<file path="src/rtl/elevator_pkg.sv">
// Shared types and helpers for the elevator call scheduler.
// Latency: none (declarations and pure functions only).
// Backpressure: not applicable.
package elevator_pkg;

   localparam int DEF_NUM_FLOORS = 8;
   // Widest floor vector the helper functions accept; callers zero-extend.
   localparam int MAX_FLOORS = 32;

   typedef enum logic [1:0] {
      IDLE,
      SELECT,
      WAIT,
      DWELL
   } state_e;

   // True when exactly one bit of v is set.
   function automatic logic is_onehot(input logic [MAX_FLOORS-1:0] v);
      int n;
      n = 0;
      for (int i = 0; i < MAX_FLOORS; i++) begin
         if (v[i]) n++;
      end
      return (n == 1);
   endfunction

   // Index of the highest set bit; meaningful only for one-hot input.
   function automatic int floor_index(input logic [MAX_FLOORS-1:0] v);
      int idx;
      idx = 0;
      for (int i = 0; i < MAX_FLOORS; i++) begin
         if (v[i]) idx = i;
      end
      return idx;
   endfunction

endpackage

</file>
<file path="src/rtl/elevator_call_scheduler_if.sv">
// Button/car-facing signal bundle of the call scheduler.
// Latency: none (wires only).
// Backpressure: none; car acceptance is signalled by car_complete.
interface elevator_call_scheduler_if
   import elevator_pkg::*;
#(
   parameter int NUM_FLOORS = DEF_NUM_FLOORS
);
   logic [NUM_FLOORS-1:0] call;
   logic [NUM_FLOORS-1:0] car_floor;
   logic                  car_complete;
   logic                  door_alert;
   logic                  weight_alert;
   logic [NUM_FLOORS-1:0] request_floor;
   logic                  request_valid;
   logic                  sched_dir;
   logic [NUM_FLOORS-1:0] pending;
   logic                  door_open;
   logic                  pos_error;

   // Environment side: buttons and car controller.
   modport master (
      output call, car_floor, car_complete, door_alert, weight_alert,
      input  request_floor, request_valid, sched_dir, pending, door_open, pos_error
   );

   // Scheduler side.
   modport slave (
      input  call, car_floor, car_complete, door_alert, weight_alert,
      output request_floor, request_valid, sched_dir, pending, door_open, pos_error
   );
endinterface

</file>
<file path="src/rtl/elevator_floor_pick.sv">
// SCAN target search: nearest pending floor in the current direction, else reverse.
// Latency: purely combinational.
// Backpressure: none.
module elevator_floor_pick
   import elevator_pkg::*;
#(
   parameter int NUM_FLOORS = DEF_NUM_FLOORS
) (
   input  logic [NUM_FLOORS-1:0] pending,
   input  logic [NUM_FLOORS-1:0] car_floor,
   input  logic                  sched_dir,
   output logic [NUM_FLOORS-1:0] target,
   output logic                  found,
   output logic                  next_dir
);

   logic [NUM_FLOORS-1:0] up_tgt;
   logic [NUM_FLOORS-1:0] dn_tgt;
   logic                  up_found;
   logic                  dn_found;
   int                    car_idx;

   // Nearest pending floor strictly above and strictly below the car.
   always_comb begin
      up_tgt   = '0;
      dn_tgt   = '0;
      up_found = 1'b0;
      dn_found = 1'b0;
      car_idx  = floor_index(MAX_FLOORS'(car_floor));
      // Descending walk: the last hit is the lowest floor above the car.
      for (int i = NUM_FLOORS - 1; i >= 0; i--) begin
         if (pending[i] && (i > car_idx)) begin
            up_tgt    = '0;
            up_tgt[i] = 1'b1;
            up_found  = 1'b1;
         end
      end
      // Ascending walk: the last hit is the highest floor below the car.
      for (int i = 0; i < NUM_FLOORS; i++) begin
         if (pending[i] && (i < car_idx)) begin
            dn_tgt    = '0;
            dn_tgt[i] = 1'b1;
            dn_found  = 1'b1;
         end
      end
   end

   // Prefer the current direction; reverse only when that side is empty.
   always_comb begin
      found = up_found | dn_found;
      if (sched_dir) begin
         target   = up_found ? up_tgt : dn_tgt;
         next_dir = up_found ? 1'b1 : !dn_found;
      end else begin
         target   = dn_found ? dn_tgt : up_tgt;
         next_dir = dn_found ? 1'b0 : up_found;
      end
   end

endmodule

</file>
<file path="src/rtl/elevator_call_scheduler.sv">
// Holds floor calls and dispatches them one at a time to the car in SCAN order.
// Latency: call to request_valid is 2 cycles; arrival to next dispatch is DWELL_CYCLES+1.
// Backpressure: non-preemptive; one target outstanding until car_complete at that floor.
module elevator_call_scheduler
   import elevator_pkg::*;
#(
   parameter int NUM_FLOORS   = DEF_NUM_FLOORS,
   parameter int DWELL_CYCLES = 4
) (
   input logic                      clk,
   input logic                      reset,
   elevator_call_scheduler_if.slave bus
);

   localparam int               CW         = $clog2(DWELL_CYCLES + 1);
   localparam logic [CW-1:0]    DWELL_LOAD = CW'(DWELL_CYCLES);

   state_e                state_q, state_d;
   logic [NUM_FLOORS-1:0] pending_q, pending_d;
   logic [NUM_FLOORS-1:0] req_q, req_d;
   logic                  dir_q, dir_d;
   logic [CW-1:0]         cnt_q, cnt_d;
   logic [NUM_FLOORS-1:0] clear;
   logic                  pos_error;
   logic                  car_ok;
   logic                  alert;
   logic [NUM_FLOORS-1:0] pick_tgt;
   logic                  pick_found;
   logic                  pick_dir;

   assign car_ok = is_onehot(MAX_FLOORS'(bus.car_floor));
   assign alert  = bus.door_alert | bus.weight_alert;

   elevator_floor_pick #(
      .NUM_FLOORS (NUM_FLOORS)
   ) u_pick (
      .pending   (pending_q),
      .car_floor (bus.car_floor),
      .sched_dir (dir_q),
      .target    (pick_tgt),
      .found     (pick_found),
      .next_dir  (pick_dir)
   );

   // Next-state, service clear and dwell counter control.
   always_comb begin
      state_d   = state_q;
      req_d     = req_q;
      dir_d     = dir_q;
      cnt_d     = cnt_q;
      clear     = '0;
      pos_error = 1'b0;
      case (state_q)
         IDLE: begin
            if (pending_q != '0) state_d = SELECT;
         end
         SELECT: begin
            if (!car_ok) begin
               // Unknown car position: hold off dispatch until it is sane.
               pos_error = 1'b1;
            end else if ((pending_q & bus.car_floor) != '0) begin
               // Call at the car's own floor: open the door without a trip.
               clear   = pending_q & bus.car_floor;
               cnt_d   = DWELL_LOAD;
               state_d = DWELL;
            end else if (pick_found) begin
               req_d   = pick_tgt;
               dir_d   = pick_dir;
               state_d = WAIT;
            end else begin
               state_d = IDLE;
            end
         end
         WAIT: begin
            // Arrival reports for any other floor are stale and ignored.
            if (bus.car_complete && (bus.car_floor == req_q)) begin
               clear   = req_q;
               req_d   = '0;
               cnt_d   = DWELL_LOAD;
               state_d = DWELL;
            end
         end
         DWELL: begin
            if (alert) begin
               cnt_d = DWELL_LOAD;
            end else if (cnt_q <= CW'(1)) begin
               cnt_d   = '0;
               state_d = SELECT;
            end else begin
               cnt_d = cnt_q - CW'(1);
            end
         end
         default: begin
            state_d = IDLE;
         end
      endcase
      // A call for the floor being served this cycle is absorbed.
      pending_d = (pending_q | bus.call) & ~clear;
   end

   // State, pending calls, target, direction and dwell counter registers.
   always_ff @(posedge clk or posedge reset) begin
      if (reset) begin
         state_q   <= IDLE;
         pending_q <= '0;
         req_q     <= '0;
         dir_q     <= 1'b1;
         cnt_q     <= '0;
      end else begin
         state_q   <= state_d;
         pending_q <= pending_d;
         req_q     <= req_d;
         dir_q     <= dir_d;
         cnt_q     <= cnt_d;
      end
   end

   assign bus.request_floor = req_q;
   assign bus.request_valid = (state_q == WAIT);
   assign bus.sched_dir     = dir_q;
   assign bus.pending       = pending_q;
   assign bus.door_open     = (state_q == DWELL);
   assign bus.pos_error     = pos_error;

endmodule

</file>
<file path="src/flat_wrapper.sv">
// flat-port wrapper written by rule: the top's interface ports become plain ports
module elevator_call_scheduler_flat import elevator_pkg::*;
#(
   parameter int NUM_FLOORS   = DEF_NUM_FLOORS,
   parameter int DWELL_CYCLES = 4
)
  (clk, reset, bus_call, bus_car_floor, bus_car_complete, bus_door_alert, bus_weight_alert, bus_request_floor, bus_request_valid, bus_sched_dir, bus_pending, bus_door_open, bus_pos_error);
  elevator_call_scheduler_if #(.NUM_FLOORS(NUM_FLOORS)) bus_i ();
  input logic clk;
  input logic reset;
  input wire logic [$bits(bus_i.call)-1:0] bus_call;
  input wire logic [$bits(bus_i.car_floor)-1:0] bus_car_floor;
  input wire logic [$bits(bus_i.car_complete)-1:0] bus_car_complete;
  input wire logic [$bits(bus_i.door_alert)-1:0] bus_door_alert;
  input wire logic [$bits(bus_i.weight_alert)-1:0] bus_weight_alert;
  output wire logic [$bits(bus_i.request_floor)-1:0] bus_request_floor;
  output wire logic [$bits(bus_i.request_valid)-1:0] bus_request_valid;
  output wire logic [$bits(bus_i.sched_dir)-1:0] bus_sched_dir;
  output wire logic [$bits(bus_i.pending)-1:0] bus_pending;
  output wire logic [$bits(bus_i.door_open)-1:0] bus_door_open;
  output wire logic [$bits(bus_i.pos_error)-1:0] bus_pos_error;
  assign bus_i.call = bus_call;
  assign bus_i.car_floor = bus_car_floor;
  assign bus_i.car_complete = bus_car_complete;
  assign bus_i.door_alert = bus_door_alert;
  assign bus_i.weight_alert = bus_weight_alert;
  assign bus_request_floor = bus_i.request_floor;
  assign bus_request_valid = bus_i.request_valid;
  assign bus_sched_dir = bus_i.sched_dir;
  assign bus_pending = bus_i.pending;
  assign bus_door_open = bus_i.door_open;
  assign bus_pos_error = bus_i.pos_error;
  elevator_call_scheduler #(.NUM_FLOORS(NUM_FLOORS), .DWELL_CYCLES(DWELL_CYCLES)) u_core (.clk(clk), .reset(reset), .bus(bus_i));
endmodule
</file>
<file path="config.mk">
export PLATFORM = sky130hd
export DESIGN_NAME = elevator_call_scheduler_flat
export DESIGN_NICKNAME = d
export VERILOG_FILES = /design/src/rtl/elevator_pkg.sv /design/src/rtl/elevator_call_scheduler_if.sv /design/src/rtl/elevator_floor_pick.sv /design/src/rtl/elevator_call_scheduler.sv /design/src/flat_wrapper.sv
export SDC_FILE = /design/constraint.sdc
export NUM_CORES = 1
export LEC_CHECK = 0
export BUFFER_PORTS_ARGS = -buffer_cell sky130_fd_sc_hd__buf_2
export CAP_MARGIN = 20
export CORE_MARGIN = 1.5
export CORE_UTILIZATION = 51
export DETAILED_ROUTE_END_ITERATION = 10
export PLACE_DENSITY = 0.8
export SKIP_LAST_GASP = 1
export SYNTH_ARGS = -nofsm -noshare
export SYNTH_HDL_FRONTEND = slang
export SYNTH_HIERARCHICAL = 1
export SYNTH_SLANG_ARGS = --single-unit
</file>
<file path="constraint.sdc">
create_clock -name clk -period 6.4 [get_ports clk]
set_input_delay 0.64 -clock clk [delete_from_list [all_inputs] [get_ports clk]]
set_output_delay 0.64 -clock clk [all_outputs]
set_load 0.01 [all_outputs]
</file>
Yosys cells after proc, flatten, opt, wreduce, memory -nomap -nowiden. Cells that the tools add are included.

Word-level logic and storage cells: 155. Register bits: 22. Bits in latches: 0. Output and inout bits: 20. ROM bits: 0. Memories: 0. Memory bits (writable): 0.

Reduce and logical (&&, ||, !) cells: 27. Equal/unequal tests: 13. Mux-type cells: 78. Bitwise gates (word level): 7. Shift operators: 0. Add/sub/neg operators: 8. Div/mod/pow operators: 0. Multiply operators: 0. $lt $le $gt $ge: 17.

Operators with widths (number): 32-bit two-way mux (13); 8-bit two-way mux (25); 32-bit by 2-bit adder with 32-bit output (second input constant) (6); 4-bit by 32-bit greater-than comparator with 1-bit output (first input constant) (4); 4-bit by 32-bit < comparator with 1-bit output (first input constant) (4); 3-bit by 32-bit greater-than comparator with 1-bit output (first input constant) (2); 3-bit by 32-bit < comparator with 1-bit output (first input constant) (2); 32-bit by 2-bit equality test with 1-bit output (second input constant) (1); 1-bit by 32-bit greater-than comparator with 1-bit output (first input constant) (1); 2-bit by 32-bit greater-than comparator with 1-bit output (first input constant) (1); 1-bit by 32-bit < comparator with 1-bit output (first input constant) (1); 2-bit by 32-bit < comparator with 1-bit output (first input constant) (1); 8-bit case mux with 2 select lines (2); 1-bit two-way mux (24); 1-bit logical AND (17); 8-bit bitwise AND (2); 8-bit nonzero test (2); 3-bit two-way mux (5); 2-bit two-way mux (7); 2-bit by 1-bit != test with 1-bit output (second input constant) (6); 5-bit AND reduction (2); 3-bit case mux with 3 select lines (1); 8-bit equality test (1); 8-bit NOT (1); other kinds (15) (19).

Longest topological paths before layout. Gate-level depths: netlist (run 1).

Depth after elaboration: 23. Depth in mapped cells: 26.

Hierarchy. Netlist (run 1), hierarchy kept.

By module, submodules not included: elevator_call_scheduler (times used 1, cells an instance 205, area an instance 1798.0 sq um); elevator_floor_pick (times used 1, cells an instance 73, area an instance 455.4 sq um).

Least setup slack after synthesis (run 1). Ideal clock, no wire load.

Path type: input -> output. Start point: in bus_car_floor[0]. End point: out bus_pos_error. Stages: 24. Arrival time: 4.354 ns. Data required time: 5.760 ns. Setup slack: 1.406 ns. Path through: ha_1 -> nor2b_1 -> or2_2 -> ha_1 -> nand2b_1 -> o31ai_1 -> inv_1 -> ha_1 -> nand2_1 -> o21ai_0 -> ha_1 -> inv_1 -> a221o_1 -> inv_1 -> ha_1 -> nand2_1 -> o21ai_0 -> ha_1 -> nand2_1 -> xnor2_1 -> xnor2_1 -> o211ai_1 -> a21o_4 -> and2_1.

Cells in the longest elaborated chain, start to end: 18.

Ends and longest elaborated chain: start: declaration (RTL line flat_wrapper.sv:12) `input wire logic [$bits(bus_i.car_floor)-1:0] bus_car_floor;`; 1-bit two-way mux (*) (RTL line elevator_pkg.sv:22) `if (v[i]) n++;`; 1-bit by 1-bit adder with 2-bit output (RTL line elevator_pkg.sv:22); 32-bit two-way mux (*) (RTL line elevator_pkg.sv:22); 32-bit by 2-bit adder with 32-bit output (RTL line elevator_pkg.sv:22); 32-bit two-way mux (*) (RTL line elevator_pkg.sv:22); 32-bit by 2-bit adder with 32-bit output (RTL line elevator_pkg.sv:22); 32-bit two-way mux (*) (RTL line elevator_pkg.sv:22); 32-bit by 2-bit adder with 32-bit output (RTL line elevator_pkg.sv:22); [2 not listed]; 32-bit two-way mux (*) (RTL line elevator_pkg.sv:22); 32-bit by 2-bit adder with 32-bit output (RTL line elevator_pkg.sv:22); 32-bit two-way mux (*) (RTL line elevator_pkg.sv:22); 32-bit by 2-bit adder with 32-bit output (RTL line elevator_pkg.sv:22); 32-bit two-way mux (*) (RTL line elevator_pkg.sv:22); 32-bit by 2-bit equality test with 1-bit output (*) (RTL line elevator_pkg.sv:24) `return (n == 1);`; 1-bit two-way mux (*) (RTL line elevator_call_scheduler.sv:58) `if (!car_ok) begin`; 1-bit two-way mux (*) (RTL line elevator_call_scheduler.sv:53) `case (state_q)`; end: declaration (RTL line flat_wrapper.sv:21) `output wire logic [$bits(bus_i.pos_error)-1:0] bus_pos_error;`.

Every way passes the cells marked *; elsewhere a longest branch is shown, timed or not.

Worst setup path after layout (run 1). Same ends and word-level chain as after synthesis.

==> results of run 1 <==
==> worst min-delay path by stage <==
stage                          startpoint         endpoint  slack, ns  cells past startpoint
after floorplan           u_core/cnt_q[1]  u_core/cnt_q[1]       0.48                      1
after global placement    u_core/cnt_q[1]  u_core/cnt_q[1]       0.49                      1
after detailed placement  u_core/cnt_q[1]  u_core/cnt_q[1]       0.51                      1
after CTS                 u_core/cnt_q[1]  u_core/cnt_q[1]       0.53                      1
after global routing      u_core/cnt_q[1]  u_core/cnt_q[1]       0.55                      1
final                     u_core/cnt_q[1]  u_core/cnt_q[1]       0.52                      1
==> power breakdown <==
| group | leakage [nW] | switching [mW] | internal [mW] |
|---|---|---|---|
| Sequential | 0.251 | 0.0658 | 0.181 |
| Combinational | 0.898 | 0.263 | 0.203 |
| Clock | 0.0357 | 0.0466 | 0.0836 |
==> cells in the final DEF (no fill, tap or decap), drive strengths merged, types with 3 or more instances in the layout <==
cell / Yosys / final
a22o: 3 / 3
xor2: 10 / 10
nand2: 34 / 34
buf: 5 / 40
inv: 19 / 19
o211ai: 4 / 4
clkbuf: 5 / 3
nor4: 5 / 5
o21ai: 15 / 15
nor2b: 13 / 13
a21oi: 19 / 19
nor3: 3 / 3
dfrtp: 21 / 21
or3: 4 / 4
nor2: 24 / 24
nand3: 7 / 7
a211oi: 4 / 4
o21a: 10 / 10
o22ai: 3 / 3
nand4: 5 / 5
a21o: 4 / 4
mux2: 11 / 11
ha: 13 / 13
xnor2: 8 / 8
==> logic make-up (layout without fill, tap and decap cells) <==
| logic type | count (synthesis) | count (layout) | synth area share |
|---|---|---|---|
| multiplexers | 13 | 13 | 0.0639 |
| XOR/XNOR | 19 | 19 | 0.0811 |
| adder cells (fa/ha/maj) | 14 | 14 | 0.0766 |
| flip-flops | 22 | 22 | 0.245 |
| AND/OR/NAND/NOR | 110 | 110 | 0.248 |
| AO/OA/AOI/OAI | 71 | 71 | 0.229 |
| buffers and inverters | 29 | 63 | 0.0566 |
==> flip-flops by register name, summed over array words and instances, names as in the netlist <==
name / count
u_core/bus.sched_dir: 1
u_core/bus.pending: 8
u_core/state_q: 2
u_core/bus.request_floor: 8
u_core/cnt_q: 3
==> per-layer routing <==
metal | GRT usage | vias to the layer above | share of wire
li1 | - | 1054 | -
met1 | 0.310 | 1041 | 0.43
met2 | 0.374 | 108 | 0.46
met3 | 0.0436 | 23 | 0.075
met4 | 0.105 | 0 | 0.035
met5 | 0 | - | 0
==> final cells by class <==
cell class | count | share of cell area
tap | 50 | 0.0247
multi-input combinational | 227 | 0.622
inverter | 19 | 0.0282
clock inverter | 1 | 0.0119
sequential | 22 | 0.218
clock buffer | 3 | 0.0163
timing repair buffer | 40 | 0.0791
==> cells in the mapped netlist, types with 4 or more instances <==
cell	instances	area, um2
sky130_fd_sc_hd__a211oi_1	4	30.0
sky130_fd_sc_hd__a21oi_1	17	85.1
sky130_fd_sc_hd__clkbuf_1	5	18.8
sky130_fd_sc_hd__dfrtp_1	21	526
sky130_fd_sc_hd__ha_1	13	163
sky130_fd_sc_hd__inv_1	18	67.6
sky130_fd_sc_hd__mux2_2	11	124
sky130_fd_sc_hd__nand2_1	34	128
sky130_fd_sc_hd__nand3_1	6	30.0
sky130_fd_sc_hd__nand4_1	5	31.3
sky130_fd_sc_hd__nor2_1	24	90.1
sky130_fd_sc_hd__nor2b_1	13	81.3
sky130_fd_sc_hd__nor4_1	5	31.3
sky130_fd_sc_hd__o211ai_1	4	30.0
sky130_fd_sc_hd__o21a_1	10	75.1
sky130_fd_sc_hd__o21ai_0	15	75.1
sky130_fd_sc_hd__or3_1	4	25.0
sky130_fd_sc_hd__xnor2_1	8	70.1
sky130_fd_sc_hd__xor2_1	10	87.6
==> worst register-to-register path, stage by stage, from the launching register on <==
cell                       delay [ns]
sky130_fd_sc_hd__dfrtp_1         0.51
sky130_fd_sc_hd__nor2b_1         0.22
sky130_fd_sc_hd__a21oi_1         0.08
sky130_fd_sc_hd__a211oi_1        0.40
sky130_fd_sc_hd__nor3_1          0.20
sky130_fd_sc_hd__nand2_1         0.14
sky130_fd_sc_hd__nand2_1         0.06
sky130_fd_sc_hd__nand2_1         0.08
sky130_fd_sc_hd__nand3_1         0.13
sky130_fd_sc_hd__a21oi_4         0.35
sky130_fd_sc_hd__mux2_2          0.38
==> per-stage QoR <==
stage	instances	setup slack (ns)	hold WS, ns
after floorplan	278	1.41	0.481
after global placement	358	1.02	0.492
after detailed placement	358	0.860	0.506
after CTS	362	0.854	0.525
after global routing	362	0.522	0.548
final	362	0.839	0.519
==> impl_metrics.ini, run 1 <==
[finish]
regArea_um2 = 552
filler_cell_count = 381
layout-drive-gt1-share = 0.218
stdcell_area_mm2 = 0.00253
num_antenna_cells = 0
multiInputGateArea_mm2 = 0.00157
layout.core_utilization = 0.615
num-nets-final = 347
area_growth_pct = 12.3

[routing]
routed-via-count = 2226
drt_pass1_iterations = 4
detail_route.wirelength_mm = 5.78
routed_wire_length_per_instance_um = 16.0
via_per_inst = 6.15
final_antenna_net_count = 0
first_iter_violations = 136
drc = 0

[worst_hold_path]
holdCritPathClass = reg2reg

[sta]
slew-limit-headroom = 0.430
ratio_of_final_minimum_period_to_clock_period = 0.869
final-setup-viol-count = 0
clock-skew-final_ns = 0.00432
maximum_clock_rate_ghz = 0.180
final_slew_violations = 0
worst_slew_pin_tran_ns = 0.854
period_minus_slack_ns = 5.56
setup_repair_after_global_routing_missed_its_margin = no
tns_ns = 0
hold_violations = 0

[critical_path]
worst_setup_sp = bus_car_floor[0]
worstReg2RegStart = u_core/bus.pending[1]
cp_num_cells = 26
setup.worst_path.end_class = primary output
timing.critical_path.slowest_cell_delay_ns = 0.37
r2r_slack_ns = 3.72
crit_path_class = in2out
required_ns = 5.76
setup.worst_path.end = bus_pos_error
crit-reg2reg-capture = u_core/bus.request_floor[0]
worst-path-buf-inv = 5
cpLargestDelayFamily = adder cells
timing.reg2reg.worst_path_depth = 10
top_fanout_value_on_the_critical_path = 5
worst_path_most_repeated_cell = sky130_fd_sc_hd__ha_1
slowest_stage = sky130_fd_sc_hd__a221o_1
timing.critical_path.arrival_ns = 4.92
critical_path.startpoint_type = primary input

[floorplanning]
total_die_area_mm2 = 0.00483
standard_cell_row_count = 23
die_w_um = 69.5
core_area_mm2 = 0.00412
design.portCount = 41
initial_utilization = 0.548
chipHeight_um = 69.5

[clock_tree]
numCtsBuffers = 3
post_cts_buffers = 0
resized_cells_post_cts = 0
worst_skew_pair.late_latency_ns = 0.26
cts_hold_buffers = 0
clk_root_buffer_cell = sky130_fd_sc_hd__clkbuf_8
clk_transition_reported_paths_ns = 0.08
h-tree-depth = 1
cts_tree = yes
cts_num_sinks = 22
cts-root-to-sink-buffers = 2

[synthesis]
synth-async-reset-ratio = 1.00
synthesis.area_per_instance_um2 = 8.11
postSynthRegisterBits = 22
synth_seq_area_share = 0.245
mappedNetlistNets = 312
synth-main-ff-cell = sky130_fd_sc_hd__dfrtp_1
synthCells = 278
synth-edff-count = 0
netlist_area_mm2 = 0.00225
synthDistinctLibCells = 54
yosys_warnings = 6

[pwr]
cellPowerDensity_mw_per_mm2 = 333
finalPower_mw = 0.843
static-leakage-power_nw = 1.19
max-vdd-ir-drop_uv = 213

[global_route]
largest_net_degree_at_the_start_of_global_routing = 23
vias_in_the_first_global_route = 2023
grt_usage = 0.235
antenna_found_initial = 0
globalRouteOverflowTotal = 0
grt_first_pass_wirelength_mm = 9.37

[flow_run]
drv_cap = 0

[place]
dp_hpwl_mm = 4.26
place_congestion = 0.901
placement.cell_area_mm2 = 0.00246
port_buffers = 40

[status]
outcome = completed
Note: power is estimated with default switching activity, not from simulation.
==> inputs of run 2 (changes only) <==
--- a/config.mk
+++ b/config.mk
@@ -11,6 +11,7 @@
 export CORE_UTILIZATION = 51
 export DETAILED_ROUTE_END_ITERATION = 10
 export PLACE_DENSITY = 0.8
+export SKIP_CTS_REPAIR_TIMING = 1
 export SKIP_LAST_GASP = 1
 export SYNTH_ARGS = -nofsm -noshare
 export SYNTH_HDL_FRONTEND = slang
==> constraint.sdc (replaced) <==
create_clock -name clk -period 6.2 [get_ports clk]
set_input_delay 0.62 -clock clk [delete_from_list [all_inputs] [get_ports clk]]
set_output_delay 0.62 -clock clk [all_outputs]
set_load 0.01 [all_outputs]
==> impl_metrics.ini, run 2 (synthesis results as in run 1) <==
[critical_path]
crit_path_class = in2out
timing.critical_path.slowest_cell_delay_ns = 0.38
worst_path_most_repeated_cell = sky130_fd_sc_hd__ha_1
worst-path-buf-inv = 5
critical_path.startpoint_type = primary input
cpLargestDelayFamily = adder cells
timing.critical_path.arrival_ns = 4.91
setup.worst_path.end_class = primary output
slowest_stage = sky130_fd_sc_hd__a221o_1
top_fanout_value_on_the_critical_path = 5
required_ns = 5.58

[sta]
worst_slew_pin_tran_ns = 0.851
final_slew_violations = 0
period_minus_slack_ns = 5.53
setup_repair_after_global_routing_missed_its_margin = no
ratio_of_final_minimum_period_to_clock_period = 0.891
hold_violations = 0
slew-limit-headroom = 0.432
clock-skew-final_ns = 0.00417
final-setup-viol-count = 0
tns_ns = 0
maximum_clock_rate_ghz = 0.181

[pwr]
p_int_mw = 0.483
static-leakage-power_nw = 1.19
power.sequential.fraction = 0.293
p_sw_frac = 0.445
power.share.combinational = 0.552
net-switching-power_mw = 0.387
p_clk_frac = 0.155
finalPower_mw = 0.870
cellPowerDensity_mw_per_mm2 = 344
max-vdd-ir-drop_uv = 232

[finish]
layout-drive-gt1-share = 0.218
filler_cell_count = 370
area_growth_pct = 12.3
layout.core_utilization = 0.615
stdcell_area_mm2 = 0.00253
layout_commonest_cell = sky130_fd_sc_hd__buf_2
num_antenna_cells = 0
stdcell_count = 362
num-nets-final = 347
layout.cells.most_common_list = sky130_fd_sc_hd__buf_2 (40), sky130_fd_sc_hd__nand2_1 (34), sky130_fd_sc_hd__nor2_1 (24), sky130_fd_sc_hd__dfrtp_1 (21), sky130_fd_sc_hd__inv_1 (18)

[clock_tree]
clk_transition_reported_paths_ns = 0.08
h-tree-depth = 1
clk_root_buffer_cell = sky130_fd_sc_hd__clkbuf_8
numCtsBuffers = 3
worst_skew_pair.late_latency_ns = 0.26
cts_num_sinks = 22
cts-root-to-sink-buffers = 2
cts_tree = yes

[floorplanning]
standard_cell_row_count = 23
core_area_mm2 = 0.00412
initial_utilization = 0.548
die_w_um = 69.5
design.portCount = 41
total_die_area_mm2 = 0.00483
chipHeight_um = 69.5

[global_route]
grt_first_pass_wirelength_mm = 9.58
globalRouteOverflowTotal = 0
largest_net_degree_at_the_start_of_global_routing = 23
vias_in_the_first_global_route = 2004
grt_usage = 0.241
antenna_found_initial = 0

[routing]
drc = 0
final_antenna_net_count = 0
routed_wire_length_per_instance_um = 15.9
first_iter_violations = 151
detail_route.wirelength_mm = 5.76
via_per_inst = 6.07
routed-via-count = 2199
drt_pass1_iterations = 6

[status]
outcome = completed

[flow_run]
drv_cap = 0

[place]
placement.cell_area_mm2 = 0.00246
port_buffers = 40
placedCellCount = 358
place_congestion = 0.901
dp_hpwl_mm = 4.22

[worst_hold_path]
holdCritPathClass = in2async
[run 2: area by class of cell]
class	instances	area, um2	share of cell area
clock inverters	1	30.0	0.0119
multi-input cells	227	1570	0.622
inverters	19	71.3	0.0282
flip-flops and latches	22	552	0.218
well taps	50	62.6	0.0247
clock buffers	3	41.3	0.0163
repair buffers	40	200	0.0791
[run 2: worst register-to-register path, cell delays in order (launching register included)]
cell	delay, ns
sky130_fd_sc_hd__dfrtp_1	0.53
sky130_fd_sc_hd__nor2b_1	0.23
sky130_fd_sc_hd__a21oi_1	0.08
sky130_fd_sc_hd__a211oi_1	0.43
sky130_fd_sc_hd__nor3_1	0.19
sky130_fd_sc_hd__nand2_1	0.16
sky130_fd_sc_hd__nand2_1	0.07
sky130_fd_sc_hd__nand2_1	0.07
sky130_fd_sc_hd__nand3_1	0.12
sky130_fd_sc_hd__a21oi_4	0.34
sky130_fd_sc_hd__mux2_2	0.39
[run 2: stage by stage]
stage / setup slack (ns) / hold slack (ns)
2_1_floorplan: 1.25 / 0.481
3_3_place_gp: 0.855 / 0.492
3_5_place_dp: 0.703 / 0.505
4_1_cts: 0.695 / 0.524
5_1_grt: 0.377 / 0.546
6_report: 0.673 / 0.511
[run 2: path summary, 6_finish.rpt]
path                                  startpoint                          end  slack [ns]  cells past startpoint
max                             bus_car_floor[0]                bus_pos_error        0.67                     26
min                                        reset              u_core/cnt_q[1]        0.51                      2
max reg2reg                u_core/bus.pending[1]  u_core/bus.request_floor[3]        3.48                     10
min reg2reg                      u_core/cnt_q[1]              u_core/cnt_q[1]        0.52                      1
max in group asynchronous                  reset  u_core/bus.request_floor[2]        5.16                      2
min in group clk                 u_core/cnt_q[1]              u_core/cnt_q[1]        0.52                      1
[run 2: power groups by stage]
stage	registers [mW]	logic [mW]	clock network (mW)
after floorplan	0.252	0.341	0
after global placement	0.254	0.457	0
after detailed placement	0.257	0.471	0
after CTS	0.255	0.477	0.137
after global routing	0.262	0.536	0.145
final	0.255	0.480	0.135
[run 2: metal layers]
metal | up-vias | GRT usage | part of all wire
met4 | 0 | 0.0566 | 0.012
met5 | - | 0 | 0
li1 | 1061 | - | -
met2 | 94 | 0.395 | 0.47
met3 | 9 | 0.0334 | 0.073
met1 | 1035 | 0.335 | 0.44
==> inputs of run 3 (changes only) <==
--- a/config.mk
+++ b/config.mk
@@ -10,10 +10,9 @@
 export CORE_MARGIN = 1.5
 export CORE_UTILIZATION = 51
 export DETAILED_ROUTE_END_ITERATION = 10
-export PLACE_DENSITY = 0.8
+export PLACE_DENSITY = 0.79
 export SKIP_CTS_REPAIR_TIMING = 1
 export SKIP_LAST_GASP = 1
 export SYNTH_ARGS = -nofsm -noshare
 export SYNTH_HDL_FRONTEND = slang
-export SYNTH_HIERARCHICAL = 1
 export SYNTH_SLANG_ARGS = --single-unit
==> impl_metrics.ini, run 3 <==
[status]
outcome = completed

[synthesis]
yosys_warnings = 0
synth_top_cell_by_area = sky130_fd_sc_hd__dfrtp_1
synth-main-ff-cell = sky130_fd_sc_hd__dfrtp_1
post_synth_most_frequent_cells = sky130_fd_sc_hd__nand2_1 (26), sky130_fd_sc_hd__nor2_1 (25), sky130_fd_sc_hd__dfrtp_1 (21)
synthDistinctLibCells = 58
synth_seq_area_share = 0.221
postSynthRegisterBits = 22
synthesis.area_per_instance_um2 = 7.79
netlist_top_cells_area = sky130_fd_sc_hd__dfrtp_1 (21%), sky130_fd_sc_hd__ha_1 (6.5%), sky130_fd_sc_hd__xnor2_1 (4.9%), sky130_fd_sc_hd__nand2_1 (3.9%), sky130_fd_sc_hd__nor2_1 (3.8%)
synth-edff-count = 0
yosysTopAreaCellShare = 0.211
synthCells = 320
mappedNetlistNets = 354
netlist_area_mm2 = 0.00249
synth-async-reset-ratio = 1.00
most_used_standard_cell_by_instance_count_after_synthesis = sky130_fd_sc_hd__nand2_1

[clock_tree]
clk_transition_reported_paths_ns = 0.09
clk_root_buffer_cell = sky130_fd_sc_hd__clkbuf_8
cts_tree = yes
cts-root-to-sink-buffers = 2
cts_num_sinks = 22
numCtsBuffers = 3
worst_skew_pair.late_latency_ns = 0.27
h-tree-depth = 1

[floorplanning]
standard_cell_row_count = 25
die_w_um = 72.9
core_area_mm2 = 0.00472
total_die_area_mm2 = 0.00532
initial_utilization = 0.528
chipHeight_um = 72.9
design.portCount = 41

[place]
port_buffers = 40
place_congestion = 0.973
dp_hpwl_mm = 5.28

[sta]
slew-limit-headroom = 0.430
worst_slew_pin_tran_ns = 0.854
final_slew_violations = 0
tns_ns = 0
hold_violations = 0
setup_repair_after_global_routing_missed_its_margin = no
maximum_clock_rate_ghz = 0.170
final-setup-viol-count = 0
period_minus_slack_ns = 5.87
ratio_of_final_minimum_period_to_clock_period = 0.947
clock-skew-final_ns = 0.0122

[global_route]
antenna_found_initial = 0
global_route.usage.met1 = 0.364
globalRoute.busiestLayer = met2
grt_use_met3 = 0.0414
vias_in_the_first_global_route = 2496
globalRouteOverflowTotal = 0
groute.layer.met2.usage = 0.477
grt_first_pass_wirelength_mm = 11.8
grt_usage = 0.283
largest_net_degree_at_the_start_of_global_routing = 23

[flow_run]
drv_cap = 0

[finish]
area_growth_pct = 10.9
layout_commonest_cell = sky130_fd_sc_hd__buf_2
num-nets-final = 383
layout.cells.most_common_list = sky130_fd_sc_hd__buf_2 (40), sky130_fd_sc_hd__nand2_1 (26), sky130_fd_sc_hd__nor2_1 (25), sky130_fd_sc_hd__dfrtp_1 (21), sky130_fd_sc_hd__o21ai_0 (18)
num_antenna_cells = 0
layout-drive-gt1-share = 0.172

[routing]
final_antenna_net_count = 0
drt_pass1_iterations = 6
first_iter_violations = 366
routed-via-count = 2680
drc = 0
via_per_inst = 6.46
routed_wire_length_per_instance_um = 17.2
detail_route.wirelength_mm = 7.15

[pwr]
cellPowerDensity_mw_per_mm2 = 340
max-vdd-ir-drop_uv = 217
static-leakage-power_nw = 1.17
finalPower_mw = 0.941

[critical_path]
crit_path_class = in2out
r2r_slack_ns = 3.60
required_ns = 5.58
setup.worst_path.end_class = primary output
timing.critical_path.arrival_ns = 5.25
top_fanout_value_on_the_critical_path = 9
critical_path.startpoint_type = primary input

[worst_hold_path]
holdCritPathClass = in2async
==> run 3: cell types whose count changed in the layout (fill, tap and decap cells not counted), moves of 9 or more <==
| cell | before | now |
|---|---|---|
| sky130_fd_sc_hd__a21oi_1 | 17 | 2 |
| sky130_fd_sc_hd__a31oi_1 | 1 | 12 |
| sky130_fd_sc_hd__o21a_1 | 10 | 1 |
| sky130_fd_sc_hd__o21ai_1 | 0 | 11 |
==> run 3: report_power, final <==
group	total (mW)	leakage (nW)	internal [mW]	switching [mW]
Combinational	0.582	0.895	0.235	0.347
Sequential	0.262	0.251	0.187	0.0755
Clock	0.0965	0.0228	0.0460	0.0505
Total	0.941	1.17	0.468	0.473
==> run 3: cell type report <==
type	instances	area [um2]
Inverter	17	63.8
Sequential cell	22	552
Tap cell	67	83.8
Fill cell	453	1960
Clock buffer	4	45.0
Timing Repair Buffer	43	223
Multi-Input combinational cell	262	1800
==> run 3: worst paths after layout <==
check                                             from                     endpoint  depth (start not counted)
max                                   bus_car_floor[1]                bus_pos_error                         23
min                                              reset              u_core.cnt_q[1]                          2
max reg2reg                u_core.bus.request_floor[0]  u_core.bus.request_floor[5]                          7
min reg2reg                       u_core.bus.sched_dir         u_core.bus.sched_dir                          2
max in group asynchronous                        reset        u_core.bus.pending[0]                          2
min in group clk                  u_core.bus.sched_dir         u_core.bus.sched_dir                          2
==> run 3: stage by stage <==
step                      area [um2]  hold slack (ns)  worst slack [ns]  cells   util
after floorplan                 2490            0.503             0.774    320      -
after global placement          2720            0.519             0.571    411  0.576
after detailed placement        2720            0.553             0.385    411  0.576
after CTS                       2770            0.539             0.381    415  0.585
after global routing            2770            0.598           0.00285    415  0.585
final                           2770            0.505             0.326    415  0.585
==> run 3: worst max-delay path, cell delays in order <==
cell	delay [ns]
sky130_fd_sc_hd__buf_2	0.18
sky130_fd_sc_hd__inv_1	0.07
sky130_fd_sc_hd__ha_1	0.17
sky130_fd_sc_hd__o21ai_0	0.39
sky130_fd_sc_hd__ha_1	0.36
sky130_fd_sc_hd__mux2_2	0.29
sky130_fd_sc_hd__ha_1	0.30
sky130_fd_sc_hd__mux2_2	0.27
sky130_fd_sc_hd__ha_1	0.27
sky130_fd_sc_hd__nand2_1	0.05
sky130_fd_sc_hd__o31ai_1	0.10
sky130_fd_sc_hd__o21a_1	0.23
sky130_fd_sc_hd__ha_1	0.25
sky130_fd_sc_hd__mux2_2	0.27
sky130_fd_sc_hd__ha_1	0.18
sky130_fd_sc_hd__nand2_1	0.08
sky130_fd_sc_hd__xor2_1	0.19
sky130_fd_sc_hd__a31oi_1	0.07
sky130_fd_sc_hd__mux2i_1	0.34
sky130_fd_sc_hd__or3_4	0.24
sky130_fd_sc_hd__nor2_1	0.05
sky130_fd_sc_hd__nor2_1	0.13
sky130_fd_sc_hd__buf_2	0.15
==> run 3: cells by family (layout without fill, tap and decap cells) <==
logic type	Yosys count	count (layout)	synth area share
DFF	22	22	0.221
AOI/OAI and AO/OA	87	87	0.239
xor gates and xnor gates	20	20	0.0823
adders and majority gates	13	13	0.0653
and+or+nand+nor	131	131	0.288
buffers and inverters	36	64	0.0572
muxes	11	11	0.0472
==> run 3: per-layer routing <==
layer | up-vias | wire length (um)
li1 | 1265 | -
met1 | 1259 | 3110
met2 | 131 | 3340
met3 | 25 | 496
met4 | 0 | 211
met5 | - | 0
